===== config.mk =====
export PLATFORM = sky130hd
export DESIGN_NAME = uart_bus_bridge
export DESIGN_NICKNAME = d
export VERILOG_FILES = /design/src/rtl/uart_bridge_pkg.sv /design/src/rtl/uart_bridge_rx_byte.sv /design/src/rtl/uart_bus_bridge.sv
export SDC_FILE = /design/constraint.sdc
export NUM_CORES = 1
export LEC_CHECK = 0
export ABC_CLOCK_PERIOD_IN_PS = 6900
export CAP_MARGIN = 5
export CORE_UTILIZATION = 61
export CTS_BUF_LIST = sky130_fd_sc_hd__clkbuf_16
export CTS_CLUSTER_DIAMETER = 50
export DETAILED_ROUTE_END_ITERATION = 8
export GPL_ROUTABILITY_DRIVEN = 0
export PLACE_DENSITY = 0.83
export SLEW_MARGIN = 5
export SYNTH_ARGS = -nofsm -noshare
export SYNTH_HDL_FRONTEND = slang
export SYNTH_SLANG_ARGS = --single-unit

===== constraint.sdc =====
create_clock -name clk_48m -period 6.9 [get_ports clk_48m]
set_input_delay 1.38 -clock clk_48m [delete_from_list [all_inputs] [get_ports clk_48m]]
set_output_delay 1.38 -clock clk_48m [all_outputs]
set_load 0.01 [all_outputs]

===== src/rtl/uart_bridge_pkg.sv =====
// Shared command/response codes and frame FSM states for the UART bus bridge.
// S_CSUM exists only when UART_BRIDGE_CSUM_EN is defined.
package uart_bridge_pkg;

    localparam logic [7:0] CMD_WR  = 8'h57;
    localparam logic [7:0] CMD_RD  = 8'h52;
    localparam logic [7:0] RSP_ACK = 8'h06;
    localparam logic [7:0] RSP_NAK = 8'h15;

    typedef enum logic [2:0] {
        S_IDLE,
        S_ADDR,
        S_DATA,
`ifdef UART_BRIDGE_CSUM_EN
        S_CSUM,
`endif
        S_REQ,
        S_ACC,
        S_RESP
    } state_t;

endpackage


===== src/rtl/uart_bridge_rx_byte.sv =====
// UART byte receiver: 2-flop synchroniser, half-bit start qualification, mid-bit sampling.
// Latency: byte_vld/byte_ferr pulse one cycle at the stop-bit sample point.
// Backpressure: none; consumer must take the byte in the pulse cycle.
module uart_bridge_rx_byte #(
    parameter int BAUDCNT = 48
) (
    input  logic       clk_48m,
    input  logic       rstn,
    input  logic       rxd,
    output logic [7:0] byte_dat,
    output logic       byte_vld,
    output logic       byte_ferr,
    output logic       active
);

    localparam int             CW      = $clog2(BAUDCNT);
    localparam logic [CW-1:0]  HALF_M1 = CW'(BAUDCNT / 2 - 1);
    localparam logic [CW-1:0]  FULL_M1 = CW'(BAUDCNT - 1);

    logic [1:0]    sync;
    logic          rx_s;
    logic          armed;
    logic [CW-1:0] cnt;
    logic [3:0]    bit_idx;
    logic [7:0]    sh;

    assign rx_s = sync[1];

    // After a framing error the line must return high before a new start is
    // accepted, otherwise a held-low stop bit would look like a fresh start.
    always_ff @(posedge clk_48m) begin
        if (!rstn) begin
            sync      <= 2'b11;
            armed     <= 1'b0;
            active    <= 1'b0;
            cnt       <= '0;
            bit_idx   <= '0;
            sh        <= '0;
            byte_dat  <= '0;
            byte_vld  <= 1'b0;
            byte_ferr <= 1'b0;
        end else begin
            sync      <= {sync[0], rxd};
            byte_vld  <= 1'b0;
            byte_ferr <= 1'b0;
            if (!active) begin
                if (rx_s) begin
                    armed <= 1'b1;
                    cnt   <= '0;
                end else if (armed) begin
                    if (cnt == HALF_M1) begin
                        active  <= 1'b1;
                        cnt     <= '0;
                        bit_idx <= '0;
                    end else begin
                        cnt <= cnt + 1'b1;
                    end
                end
            end else if (cnt == FULL_M1) begin
                cnt <= '0;
                if (bit_idx == 4'd8) begin
                    active <= 1'b0;
                    if (rx_s) begin
                        byte_vld <= 1'b1;
                        byte_dat <= sh;
                    end else begin
                        byte_ferr <= 1'b1;
                        armed     <= 1'b0;
                    end
                end else begin
                    sh      <= {rx_s, sh[7:1]};
                    bit_idx <= bit_idx + 1'b1;
                end
            end else begin
                cnt <= cnt + 1'b1;
            end
        end
    end

endmodule


===== src/rtl/uart_bus_bridge.sv =====
// UART debug bridge: framed R/W commands on rxd become single 32-bit bus accesses, reply on txd (UART_BRIDGE_CSUM_EN adds a checksum byte).
// Latency: bus access the cycle after bus_gnt; reply start bit begins the cycle after the access.
// Backpressure: waits on bus_gnt without limit; bytes arriving during REQ/ACC/RESP are dropped.
module uart_bus_bridge
    import uart_bridge_pkg::*;
#(
    parameter int BAUDCNT    = 48,
    parameter int TMO_CYCLES = 480000
) (
    input  logic        clk_48m,
    input  logic        rstn,
    input  logic        rxd,
    output logic        txd,
    output logic        bus_req,
    input  logic        bus_gnt,
    output logic        m_sel,
    output logic [31:0] m_addr,
    output logic [31:0] m_data_o,
    input  logic [31:0] m_data_i,
    output logic        m_rd,
    output logic        m_wr,
    output logic        busy
);

    localparam int            CW      = $clog2(BAUDCNT);
    localparam logic [CW-1:0] FULL_M1 = CW'(BAUDCNT - 1);
    localparam int            TW      = $clog2(TMO_CYCLES);
    localparam logic [TW-1:0] TMO_M1  = TW'(TMO_CYCLES - 1);
`ifdef UART_BRIDGE_CSUM_EN
    localparam state_t AFTER_FIELDS = S_CSUM;
`else
    localparam state_t AFTER_FIELDS = S_REQ;
`endif

    state_t        state, state_nxt;
    logic [7:0]    rx_dat;
    logic          rx_vld, rx_ferr, rx_act;
    logic          is_wr, nak, collecting, abort, tx_last;
    logic [1:0]    idx;
    logic [31:0]   addr_sh, data_sh, rsp_buf;
    logic [TW-1:0] tmo_cnt;
    logic [9:0]    tx_shift;
    logic [CW-1:0] tx_baud;
    logic [3:0]    tx_bit;
    logic [2:0]    tx_left;
`ifdef UART_BRIDGE_CSUM_EN
    logic [7:0]    csum;
`endif

    uart_bridge_rx_byte #(.BAUDCNT(BAUDCNT)) u_rx (
        .clk_48m   (clk_48m),
        .rstn      (rstn),
        .rxd       (rxd),
        .byte_dat  (rx_dat),
        .byte_vld  (rx_vld),
        .byte_ferr (rx_ferr),
        .active    (rx_act)
    );

`ifdef UART_BRIDGE_CSUM_EN
    assign collecting = (state == S_ADDR) || (state == S_DATA) || (state == S_CSUM);
`else
    assign collecting = (state == S_ADDR) || (state == S_DATA);
`endif
    assign abort   = collecting && (rx_ferr || (tmo_cnt == TMO_M1));
    assign tx_last = (state == S_RESP) && (tx_baud == FULL_M1) && (tx_bit == 4'd9) && (tx_left == 3'd1);

    assign bus_req = (state == S_REQ) || (state == S_ACC);
    assign m_sel   = (state == S_ACC);
    assign m_rd    = (state == S_ACC) && !is_wr;
    assign m_wr    = (state == S_ACC) && is_wr;
    assign busy    = (state != S_IDLE);
    // Reset forces the line idle immediately rather than waiting for the edge.
    assign txd     = tx_shift[0] | ~rstn;

    always_ff @(posedge clk_48m) begin
        if (!rstn) state <= S_IDLE;
        else       state <= state_nxt;
    end

    always_comb begin
        state_nxt = state;
        nak       = 1'b0;
        case (state)
            S_IDLE: if (rx_vld) begin
                if (rx_dat == CMD_WR || rx_dat == CMD_RD) begin
                    state_nxt = S_ADDR;
                end else begin
                    state_nxt = S_RESP;
                    nak       = 1'b1;
                end
            end
            S_ADDR: if (abort)                    state_nxt = S_IDLE;
                    else if (rx_vld && idx == 2'd3) state_nxt = is_wr ? S_DATA : AFTER_FIELDS;
            S_DATA: if (abort)                    state_nxt = S_IDLE;
                    else if (rx_vld && idx == 2'd3) state_nxt = AFTER_FIELDS;
`ifdef UART_BRIDGE_CSUM_EN
            S_CSUM: if (abort) begin
                state_nxt = S_IDLE;
            end else if (rx_vld) begin
                if (rx_dat == csum) begin
                    state_nxt = S_REQ;
                end else begin
                    state_nxt = S_RESP;
                    nak       = 1'b1;
                end
            end
`endif
            S_REQ:  if (bus_gnt) state_nxt = S_ACC;
            S_ACC:  state_nxt = S_RESP;
            S_RESP: if (tx_last) state_nxt = S_IDLE;
            default: state_nxt = S_IDLE;
        endcase
    end

    always_ff @(posedge clk_48m) begin
        if (!rstn) begin
            is_wr    <= 1'b0;
            idx      <= '0;
            addr_sh  <= '0;
            data_sh  <= '0;
            tmo_cnt  <= '0;
            m_addr   <= '0;
            m_data_o <= '0;
            rsp_buf  <= '0;
            tx_shift <= '1;
            tx_baud  <= '0;
            tx_bit   <= '0;
            tx_left  <= '0;
`ifdef UART_BRIDGE_CSUM_EN
            csum     <= '0;
`endif
        end else begin
            if (state == S_IDLE) begin
                idx     <= '0;
                tmo_cnt <= '0;
                if (rx_vld) begin
                    is_wr <= (rx_dat == CMD_WR);
`ifdef UART_BRIDGE_CSUM_EN
                    csum  <= rx_dat;
`endif
                end
            end
            if (collecting) begin
                // Gap timer restarts whenever a byte is on the wire.
                tmo_cnt <= (rx_act || rx_vld) ? '0 : tmo_cnt + 1'b1;
                if (rx_vld) begin
                    idx <= idx + 1'b1;
`ifdef UART_BRIDGE_CSUM_EN
                    csum <= csum ^ rx_dat;
`endif
                    if (state == S_ADDR) addr_sh <= {rx_dat, addr_sh[31:8]};
                    if (state == S_DATA) data_sh <= {rx_dat, data_sh[31:8]};
                end
            end
            if (state == S_REQ && bus_gnt) begin
                m_addr <= addr_sh;
                if (is_wr) m_data_o <= data_sh;
            end
            if (state_nxt == S_RESP && state != S_RESP) begin
                tx_baud <= '0;
                tx_bit  <= '0;
                if (state == S_ACC && !is_wr) begin
                    rsp_buf  <= m_data_i;
                    tx_shift <= {1'b1, m_data_i[7:0], 1'b0};
                    tx_left  <= 3'd4;
                end else begin
                    tx_shift <= {1'b1, (nak ? RSP_NAK : RSP_ACK), 1'b0};
                    tx_left  <= 3'd1;
                end
            end else if (state == S_RESP) begin
                if (tx_baud == FULL_M1) begin
                    tx_baud <= '0;
                    if (tx_bit == 4'd9) begin
                        tx_bit  <= '0;
                        tx_left <= tx_left - 1'b1;
                        if (tx_left == 3'd1) begin
                            tx_shift <= '1;
                        end else begin
                            tx_shift <= {1'b1, rsp_buf[15:8], 1'b0};
                            rsp_buf  <= rsp_buf >> 8;
                        end
                    end else begin
                        tx_shift <= {1'b1, tx_shift[9:1]};
                        tx_bit   <= tx_bit + 1'b1;
                    end
                end else begin
                    tx_baud <= tx_baud + 1'b1;
                end
            end
        end
    end

endmodule


Word-level counts from Yosys, hierarchy flattened
Cells that the tools add are included.

word-level totals
  bits in registers = 240
  output and inout bits = 70

operators by class
  add/subtract/negate cells = 7
  reduce and logical (&&, ||, !) cells = 39
  multiplexer cells = 63
  eq/ne operators = 24
  bitwise operators = 3

operator list
  kind                                                                   number
  32-bit 2-to-1 mux                                                      6
  19-bit 2-to-1 mux                                                      3
  10-bit 2-to-1 mux                                                      4
  3-bit 2-to-1 mux                                                       13
  6-bit 2-to-1 mux                                                       6
  4-bit 2-to-1 mux                                                       7
  19-bit by 1-bit adder with 19-bit output, second input constant        1
  19-bit equality test, second input constant                            1
  9-bit 2-to-1 mux                                                       2
  3-bit one-hot mux with 6 select lines                                  1
  1-bit 2-to-1 mux                                                       17
  8-bit by 7-bit equality test with 1-bit output, second input constant  2
  2-bit nonzero test                                                     7
  6-bit by 1-bit adder with 6-bit output, second input constant          2
  6-bit equality test, second input constant                             2
  3-bit AND reduction                                                    4
  4-bit AND reduction                                                    3
  2-bit != test, second input constant                                   5
  5-bit AND reduction                                                    2
  3-bit equality test, second input constant                             3
  1-bit logical AND                                                      9
  4-bit by 1-bit adder with 4-bit output, second input constant          2
  4-bit equality test, second input constant                             2
  2-bit AND reduction                                                    4
  other kinds (17)                                                       28

Logic depth before layout (Yosys ltp)
Gate-level depths: netlist of the first run.

  word-level depth = 10
  depth in mapped cells = 10
  mapped depth without buffers = 8

Hierarchy
Synthesis of the first run repeated with hierarchy kept, for this count alone.

unflattened totals
  cells, all modules = 1169
  area, all modules = 9668.0 um^2

modules (own cells, without submodules)
  module               times used  cells each  sequential area each (um^2)  area an instance (um^2)
  uart_bus_bridge      1           1013        3983.8                       8260.4
  uart_bridge_rx_byte  1           156         640.6                        1407.6

Worst setup path after synthesis of the first run
No wires, ideal clock.

  kind = input to output
  start = input port rstn
  end = output port txd
  cell stages on the path = 2
  setup slack = 3.768 ns
  arrival time = 1.752 ns
  path buffers = 1
  cells stage by stage = clkbuf_1 nand2b_1

between the ends
  word-level cells in the longest chain between the ends = 2

ends and longest elaborated chain
  item                        line                   RTL
  start, declared             uart_bus_bridge.sv:11  input logic rstn,
  1-bit NOT (no source line)  n/a
  1-bit bitwise OR            uart_bus_bridge.sv:74  assign txd = tx_shift[0] | ~rstn;
  end, declared               uart_bus_bridge.sv:13  output logic txd,

No other way between the ends.

Worst setup path after layout of the first run
  start = register state[0]
  end = output port m_rd

between the ends
  word-level cells in the longest chain between the ends = 2

ends and longest elaborated chain
  item                    line                   RTL
  start, declared         uart_bus_bridge.sv:35  state_t state, state_nxt;
  start signal, assigned  uart_bus_bridge.sv:78  else state <= state_nxt;
  3-bit equality test     uart_bus_bridge.sv:70  assign m_rd = (state == S_ACC) && !is_wr;
  1-bit logical AND       uart_bus_bridge.sv:70
  end, declared           uart_bus_bridge.sv:20  output logic m_rd,

No other way between the ends.

==> results of run 1 <==
[report_power, final]
part / total [uW] / internal [uW] / switching (uW)
combinational: 55.9 / 24.4 / 31.5
sequential: 1340 / 1330 / 1.35
clock: 1340 / 809 / 528
[metrics by stage]
step / util / setup WS [ps] / total power [uW] / cells / hold slack, ps
floorplan: - / 3770 / 1390 / 1188 / 386
global placement: 0.698 / 2850 / 1420 / 1433 / 392
detailed placement: 0.698 / 2770 / 1420 / 1433 / 395
CTS: 0.752 / 2640 / 2740 / 1477 / 417
global route: 0.752 / 2400 / 2800 / 1477 / 437
finish: 0.752 / 2620 / 2730 / 1477 / 410
[kinds of logic after synthesis]
family,count (synthesis),synth area share
AOI/OAI and AO/OA,313,0.203
xor gates and xnor gates,17,0.0155
adders and majority gates,10,0.0130
buffers and inverters,107,0.0449
DFF,231,0.481
muxes,11,0.0115
and+or+nand+nor,499,0.230
[per-layer routing]
layer  share of wire  GRT usage  up-vias
met5               0          0        -
li1                -          -     4216
met4           0.020     0.0728        0
met3           0.053     0.0352       42
met2            0.48      0.459      260
met1            0.45      0.359     3976
[critical path, cell delays in order (launching register included)]
cell and delay [ps]:
dfxtp_1 710, inv_1 250, nand2_1 110, or3_1 180, clkinv_1 490, clkdlybuf4s50_1 650
[synth_stat cells, types with 2 or more instances]
cell / number
nand4_1: 7
o41ai_1: 2
xnor2_1: 9
inv_1: 24
xor2_1: 8
nand2_1: 309
nand4b_1: 4
and4b_1: 3
or4_1: 4
a21oi_1: 162
a31oi_1: 2
o21ai_0: 57
or2_2: 2
o21a_1: 4
a211oi_1: 22
a21o_4: 2
clkbuf_1: 68
a22oi_1: 6
or3_1: 5
and3b_1: 2
and2_1: 3
a21o_1: 3
a2bb2oi_1: 16
nor2_1: 62
o32ai_1: 12
nor4bb_1: 2
dfxtp_1: 231
nand3_1: 39
o32ai_2: 3
a311oi_1: 6
buf_2: 6
nor3_1: 21
mux2i_1: 11
ha_1: 10
and3_1: 4
nand3b_1: 6
nor3b_1: 4
o211ai_1: 3
buf_1: 4
nand2b_1: 5
nor2b_1: 8
buf_6: 3
[path summary, 6_finish.rpt]
| check | from | end | cells after the start |
|---|---|---|---|
| setup reg to reg | state[0]$_SDFF_PN0_ | rsp_buf[28]$_SDFFE_PN0P_ | 7 |
| hold / removal | u_rx.sync[0]$_SDFF_PN1_ | u_rx.sync[1]$_SDFF_PN1_ | 1 |
| hold reg to reg | u_rx.sync[0]$_SDFF_PN1_ | u_rx.sync[1]$_SDFF_PN1_ | 1 |
| setup / recovery | state[0]$_SDFF_PN0_ | m_rd | 5 |
[final cells by class]
cell class                      count  area share
Sequential cell                   231       0.402
Multi-Input combinational cell    850       0.397
Timing Repair Buffer              115      0.0974
Clock buffer                       25      0.0543
Tap cell                          211      0.0229
Clock inverter                     19      0.0175
Inverter                           26     0.00870
[registers in the layout, indices dropped and copies added (netlist names), 3 cells and up]
signal / flops
addr_sh: 32
data_sh: 32
m_addr: 32
m_data_o: 32
rsp_buf: 24
tmo_cnt: 19
tx_shift: 9
u_rx.byte_dat: 8
u_rx.sh: 8
tx_baud: 6
u_rx.cnt: 6
tx_bit: 4
u_rx.bit_idx: 4
state: 3
tx_left: 3
==> summary.md, run 1 <==
| Metric | Value |
|---|---|
| DR vias | 8494 |
| TNS Setup | 0 ps |
| Unrepaired setup endpoints after global routing | false |
| Yosys warns | 0 |
| Top cell type by total area after synthesis | dfxtp_1 |
| Post-synth EDFFs | 0 |
| Sequential area share after synthesis | 0.481 |
| DRT Pass-1 Iters | 5 |
| Clock buffer depth | 3 |
| Hold Vio Cnt, Final | 0 |
| First-pass GRT wire length | between 30 and 40 mm |
| Crit. End Element | output pin |
| Worst Path Required | 5520 ps |
| Data arrival, critical path | slightly below 3000 ps |
| Initial antenna violation count | 0 |
| Placeable Area | between 15000 and 20000 sq um |
| Sequential cell area | 4620 sq um |
| # rows | 45 |
| Final setup viols | 0 |
| Worst vdd ir | 0.217 mV |
| Leak pwr | 0.00379 uW |
| Synth unique cells | 66 |
| Area of the multi-input gates | 4570 sq um |
| Final clock skew | about 20 ps |
| Slew at the pin with the worst max-slew slack | 1230 ps |
| CTS root buf | clkbuf_16 |
| TritonCTS buffer count | 24 |
| Ant diodes | 0 |
| Top-area cell type share of the netlist area | 0.481 |
| Seq cells post-synth | between 200 and 250 |
| Max Slew Vio Count | 0 |
| Clock Latency Late Sink | 520 ps |
| Share of cells above drive strength 1 | 0.0553 |
| Clock-pin slew on the worst setup and hold paths | 60 ps |
| Power Dens Cells | between 200 and 250 nW/um^2 |
| Filler instances | 1162 |
| Max Freq | 0.233 GHz |
| Post-CTS sizing | 0 |
| Die W | 128 um |
| Synth top area cells | dfxtp_1 (48%), nand2_1 (12%), a21oi_1 (8.4%), o21ai_0 (3.0%), clkbuf_1 (2.7%) |
| DRC Markers | 0 |
| Mapped Area | about 9600 sq um |
| Min cycle time layout | about 4300 ps |
| Status | complete, no violations |
| Post-route cell area | 11500 sq um |
| Most frequent cells in the layout | nand2_1 (309), dfxtp_1 (231), a21oi_1 (162) |
| Via density | 5.75 |
| Most common cell after layout, fill and taps aside | nand2_1 |
| Initial core utilization | 0.628 |
| Initial DRC Count | 773 |
| Critical path peak fanout | 19 |
| Overflow after GRT | 0 |
| Placed cell areas | 10700 sq um |
| ANT nets after route | 0 |
| Global-route usage over all layers | 0.269 |
| Slew HR | 0.181 |
| Die Height | roughly 130 um |
| Main synth FF type | dfxtp_1 |
| Port Buffers | 105 |
| Num ports | 106 |
| Async SR Flop Fraction | 0 |
| Post-layout net count | roughly 1300 |
| Final HPWL DP | between 10 and 15 mm |
| R2r setup slk | 3700 ps |
| Routed len/inst | between 10 and 15 um |
| Synthesized Nets | 1234 |
| Critical path class | reg -> out |
| Largest net degree at the start of global routing | 109 |
| CTS tree | built |
| CTS Hold Bufs | 0 |
| Worst setup SP type | flop |
| Tcrit/Tclk final | 0.621 |
| Vias in the first global route | approximately 7800 |
| Routed WL | around 22 mm |
| Max-cap viol count | 0 |
| Setup bufs post-CTS | 0 |
| Clock sink total | 231 |
| Area growth, synth to finish | 19.8% |
| Synth Area per Inst | 8.09 sq um |
| HP Class | reg -> reg |
| DIE AREA | 16300 sq um |
| Mapped Cells | between 1000 and 1500 |
| H-tree Lvls | 1 |
No activity file was read; power rests on OpenSTA's default activity.
==> run 2: changes to the inputs <==
--- a/config.mk
+++ b/config.mk
@@ -5,14 +5,14 @@
 export SDC_FILE = /design/constraint.sdc
 export NUM_CORES = 1
 export LEC_CHECK = 0
-export ABC_CLOCK_PERIOD_IN_PS = 6900
+export ABC_CLOCK_PERIOD_IN_PS = 4500
 export CAP_MARGIN = 5
-export CORE_UTILIZATION = 61
+export CORE_UTILIZATION = 56
 export CTS_BUF_LIST = sky130_fd_sc_hd__clkbuf_16
 export CTS_CLUSTER_DIAMETER = 50
 export DETAILED_ROUTE_END_ITERATION = 8
 export GPL_ROUTABILITY_DRIVEN = 0
-export PLACE_DENSITY = 0.83
+export PLACE_DENSITY = 0.77
 export SLEW_MARGIN = 5
 export SYNTH_ARGS = -nofsm -noshare
 export SYNTH_HDL_FRONTEND = slang
==> constraint.sdc (replaced) <==
create_clock -name clk_48m -period 4.5 [get_ports clk_48m]
set_input_delay 0.9 -clock clk_48m [delete_from_list [all_inputs] [get_ports clk_48m]]
set_output_delay 0.9 -clock clk_48m [all_outputs]
set_load 0.01 [all_outputs]
==> summary.md, run 2 (synthesis gave the netlist of run 1 again) <==
| Metric | Value |
|---|---|
| Via density | 5.69 |
| Vias in the first global route | ~7600 |
| Routed WL | 22.0 mm |
| Data arrival, critical path | about 2500 ps |
| Ant diodes | 0 |
| Area growth, synth to finish | 20.1% |
| Most frequent cells in the layout | nand2_1 (309), dfxtp_1 (231), a21oi_1 (162) |
| Overflow after GRT | 0 |
| Die W | 133 um |
| First-pass GRT wire length | 36.6 mm |
| TNS Setup | 0 ps |
| Slew at the pin with the worst max-slew slack | 1020 ps |
| Critical path class | reg -> out |
| HP Class | reg -> reg |
| Clock Latency Late Sink | 510 ps |
| Die Height | roughly 130 um |
| ANT nets after route | 0 |
| Critical path peak fanout | 19 |
| H-tree Lvls | 1 |
| DR vias | 8472 |
| Share of cells above drive strength 1 | 0.0544 |
| Clock sink total | 231 |
| Hold Vio Cnt, Final | 0 |
| Placed cells | about 1400 |
| Final HPWL DP | about 14 mm |
| Leak pwr | 0.00380 uW |
| Power Dens Cells | 358 nW/um^2 |
| Routed len/inst | between 10 and 15 um |
| Status | complete, no violations |
| Tcrit/Tclk final | 0.756 |
| Placeable Area | 16600 sq um |
| Largest net degree at the start of global routing | 91 |
| DIE AREA | 17700 sq um |
| CP max-delay cell | dfxtp_1 |
| DRC Markers | 0 |
| Initial DRC Count | 667 |
| Post-Route Utilization | 0.693 |
| Crit-path cells | inv_1, nand2_1, or3_1, clkinv_1, clkdlybuf4s50_1 |
| TritonCTS buffer count | 25 |
| Worst vdd ir | 0.305 mV |
| Num ports | 106 |
| Setup bufs post-CTS | 0 |
| Crit path buf inv count | 3 |
| # rows | 47 |
| Cell family with most CP delay | buffers and inverters |
| Post-CTS sizing | 0 |
| Hold slack | 409 ps |
| Post-layout net count | approximately 1300 |
| Initial antenna violation count | 0 |
| Min cycle time layout | 3400 ps |
| Port Buffers | 105 |
| Slew HR | 0.320 |
| Max Slew Vio Count | 0 |
| DRT Pass-1 Iters | 5 |
| Final setup viols | 0 |
| CTS tree | built |
| Final Instance Count excl. Fillers | 1488 |
| CP max stage delay | 730 ps |
| Max-cap viol count | 0 |
| CTS root buf | clkbuf_16 |
| Crit. End Element | output pin |
| Initial core utilization | 0.577 |
| Global-route usage over all layers | 0.246 |
| Final clock skew | 15.7 ps |
| CTS Hold Bufs | 0 |
| Clock buffer depth | 3 |
| Worst setup SP type | flop |
| Max Freq | between 0.2 and 0.3 GHz |
| Unrepaired setup endpoints after global routing | false |
| Worst Path Required | 3600 ps |
| Most common cell after layout, fill and taps aside | nand2_1 |
| Clock-pin slew on the worst setup and hold paths | 60 ps |
## run 2: cell types whose count changed in the layout (fill, tap and decap cells not counted), sizes merged
cell,change
clkinv,-2
buf,+4
inv,+1
bufinv,-1
## run 2: final timing paths
kind	endpoint	slack, ps	from	depth (start not counted)
setup / recovery	m_rd	1100	state[0]$_SDFF_PN0_	5
hold / removal	u_rx.sync[1]$_SDFF_PN1_	410	u_rx.sync[0]$_SDFF_PN1_	1
setup reg to reg	rsp_buf[27]$_SDFFE_PN0P_	1410	state[2]$_SDFF_PN0_	7
hold reg to reg	u_rx.sync[1]$_SDFF_PN1_	410	u_rx.sync[0]$_SDFF_PN1_	1
## run 2: power breakdown
group | switching [uW] | internal, uW | total (uW)
sequential | 2.08 | 2050 | 2050
combinational | 48.3 | 38.6 | 86.9
clock | 813 | 1190 | 2000
total | 864 | 3270 | 4140
## run 2: routing by layer
| metal | wire, um | track usage | vias to the layer above |
|---|---|---|---|
| met2 | 10100 | 0.395 | 188 |
| met1 | 10500 | 0.352 | 4023 |
| met4 | 358 | 0.0524 | 0 |
| met3 | 1020 | 0.0310 | 27 |
| met5 | 0 | 0 | - |
| li1 | - | - | 4234 |
## run 2: metrics by stage
step                area (sq um)  total power [uW]  worst slack, ps
floorplan                   9610              2140             2010
detailed placement         10700              2180             1160
CTS                        11500              4160             1110
global placement           10700              2180             1280
finish                     11500              4140             1100
global route               11500              4250              940
## run 2: worst reg2reg max path: stages (launching register included)
cell	delay, ps
dfxtp_1	510
or4b_4	630
a31oi_4	290
nor3_4	50
buf_4	210
a221oi_4	740
a21oi_1	300
o21ai_0	270
## run 2: layout make-up
class / count / area, sq um
clock buffer: 25 / 626
inverter: 26 / 100
tap: 220 / 275
sequential: 231 / 4620
fill: 1367 / 5100
clock inverter: 17 / 176
timing repair buffer: 119 / 1160
multi-input combinational: 850 / 4570
==> run 3: changes to the inputs <==
--- a/config.mk
+++ b/config.mk
@@ -5,7 +5,7 @@
 export SDC_FILE = /design/constraint.sdc
 export NUM_CORES = 1
 export LEC_CHECK = 0
-export ABC_CLOCK_PERIOD_IN_PS = 4500
+export ABC_CLOCK_PERIOD_IN_PS = 3300
 export CAP_MARGIN = 5
 export CORE_UTILIZATION = 56
 export CTS_BUF_LIST = sky130_fd_sc_hd__clkbuf_16
==> constraint.sdc (replaced) <==
create_clock -name clk_48m -period 3.3 [get_ports clk_48m]
set_input_delay 0.66 -clock clk_48m [delete_from_list [all_inputs] [get_ports clk_48m]]
set_output_delay 0.66 -clock clk_48m [all_outputs]
set_load 0.01 [all_outputs]
==> summary.md, run 3 (synthesis gave the netlist of run 1 again) <==
| Metric | Value |
|---|---|
| Post-layout net count | 1307 |
| DRC Markers | 0 |
| Max Freq | 0.322 GHz |
| Post-CTS sizing | 0 |
| HP Class | reg -> reg |
| Clock power share | 0.488 |
| Clock-pin slew on the worst setup and hold paths | 60 ps |
| Crit path buf inv count | 2 |
| Clock buffer depth | 3 |
| Status | complete, no violations |
| Worst Setup SP | state[2]$_SDFF_PN0_ |
| Largest net degree at the start of global routing | 68 |
| CTS root buf | clkbuf_16 |
| Critical path depth | 4 |
| Initial core utilization | 0.577 |
| Area growth, synth to finish | 20.9% |
| Post-Route Utilization | 0.698 |
| Data arrival, critical path | 2450 ps |
| Logic pwr share | 0.021 |
| Die Height | 133 um |
| Most frequent cells in the layout | nand2_1 (309), dfxtp_1 (231), a21oi_1 (162) |
| Hold slack | 414 ps |
| Sequential power share | 0.491 |
| Via density | 5.66 |
| DRT Pass-1 Iters | 5 |
| Critical path class | reg -> out |
| Worst hold stages | 1 |
| DR vias | 8482 |
| Min-delay src | u_rx.sync[0]$_SDFF_PN1_ |
| Internal Power | roughly 4500 uW |
| Worst Path Required | around 2600 ps |
| Setup bufs post-CTS | 0 |
| Initial antenna violation count | 0 |
| Slew at the pin with the worst max-slew slack | 843 ps |
| Num ports | 106 |
| Final HPWL DP | 14.4 mm |
| First-pass GRT wire length | 36.7 mm |
| DIE AREA | 17700 sq um |
| Final setup viols | 0 |
| Most common cell after layout, fill and taps aside | nand2_1 |
| # rows | 47 |
| Worst vdd ir | 0.417 mV |
| Routed len/inst | 14.8 um |
| FF-to-FF path depth | 6 |
| Share of cells above drive strength 1 | 0.0633 |
| Tcrit/Tclk final | 0.942 |
| CTS Hold Bufs | 0 |
| Post-route cell area | between 10000 and 15000 sq um |
| ANT nets after route | 0 |
| Reg-to-Reg Start | state[1]$_SDFF_PN0_ |
| Routed WL | 22.2 mm |
| Crit. End Element | output pin |
| Switch Pwr | about 1200 uW |
| Clock Latency Late Sink | 520 ps |
| Min cycle time layout | 3110 ps |
| Die W | 133 um |
| Hold Vio Cnt, Final | 0 |
| CP max-delay cell | dfxtp_1 |
| Placed cell areas | 10800 sq um |
| CTS tree | built |
| Initial DRC Count | between 600 and 700 |
| Global-route usage over all layers | 0.247 |
| TritonCTS buffer count | 26 |
| Final clock skew | 9.05 ps |
| Critical path peak fanout | 18 |
| Unrepaired setup endpoints after global routing | false |
| CP max stage delay | roughly 700 ps |
| Port Buffers | 105 |
| Overflow after GRT | 0 |
| Cell family with most CP delay | buffers and inverters |
| Worst setup SP type | flop |
| Leak pwr | 0.00383 uW |
| H-tree Lvls | 1 |
| Placeable Area | 16600 sq um |
| Slew HR | 0.438 |
| Max Slew Vio Count | 0 |
| Crit-path cells | nand2_1, or3_1, clkinv_1, clkdlybuf4s50_1 |
| Vias in the first global route | around 7600 |
| Clock sink total | around 230 |
| Ant diodes | 0 |
| Power Dens Cells | 490 nW/um^2 |
| Max-cap viol count | 0 |
| TNS Setup | 0 ps |
| Net Sw Frac | 0.212 |
run 3: changes by cell type in the layout (fill, tap and decap cells not counted):
| cell | before | now |
|---|---|---|
| buf_4 | 13 | 20 |
| clkinvlp_4 | 1 | 4 |
| clkbuf_16 | 25 | 27 |
| clkinv_2 | 0 | 2 |
| bufinv_16 | 3 | 2 |
| clkinv_4 | 1 | 2 |
| clkinv_8 | 1 | 0 |
| inv_1 | 27 | 26 |
| inv_8 | 1 | 0 |
run 3: path summary, 6_finish.rpt:
check	slack [ps]	end
hold reg to reg	410	u_rx.sync[1]$_SDFF_PN1_
setup / recovery	190	m_rd
hold / removal	410	u_rx.sync[1]$_SDFF_PN1_
setup reg to reg	530	rsp_buf[28]$_SDFFE_PN0P_
run 3: layout make-up:
type | instances | area [sq um]
tap | 220 | 275
timing repair buffer | 126 | 1220
fill | 1374 | 5020
inverter | 26 | 100
clock buffer | 27 | 676
clock inverter | 19 | 156
sequential | 231 | 4620
multi-input combinational | 850 | 4570
run 3: per-stage QoR:
step                power [uW]  instances  setup slack [ps]
floorplan                 2920       1188              1050
CTS                       5720       1499               206
global route              5840       1499               109
finish                    5690       1499               190
detailed placement        2980       1453               237
global placement          2980       1453               341
run 3: metal layers:
layer  vias to the layer above  wire length (um)  track usage
met5                         -                 0            0
met1                      3998             10700        0.355
met3                        39               907       0.0318
li1                       4255                 -            -
met4                         0               466       0.0760
met2                       190             10100        0.386
run 3: power groups by stage:
stage	combinational [uW]	sequential, uW	clock (uW)
finish	121	2790	2780
global placement	120	2860	0
detailed placement	120	2860	0
floorplan	60.7	2850	0
global route	131	2790	2920
CTS	121	2790	2810
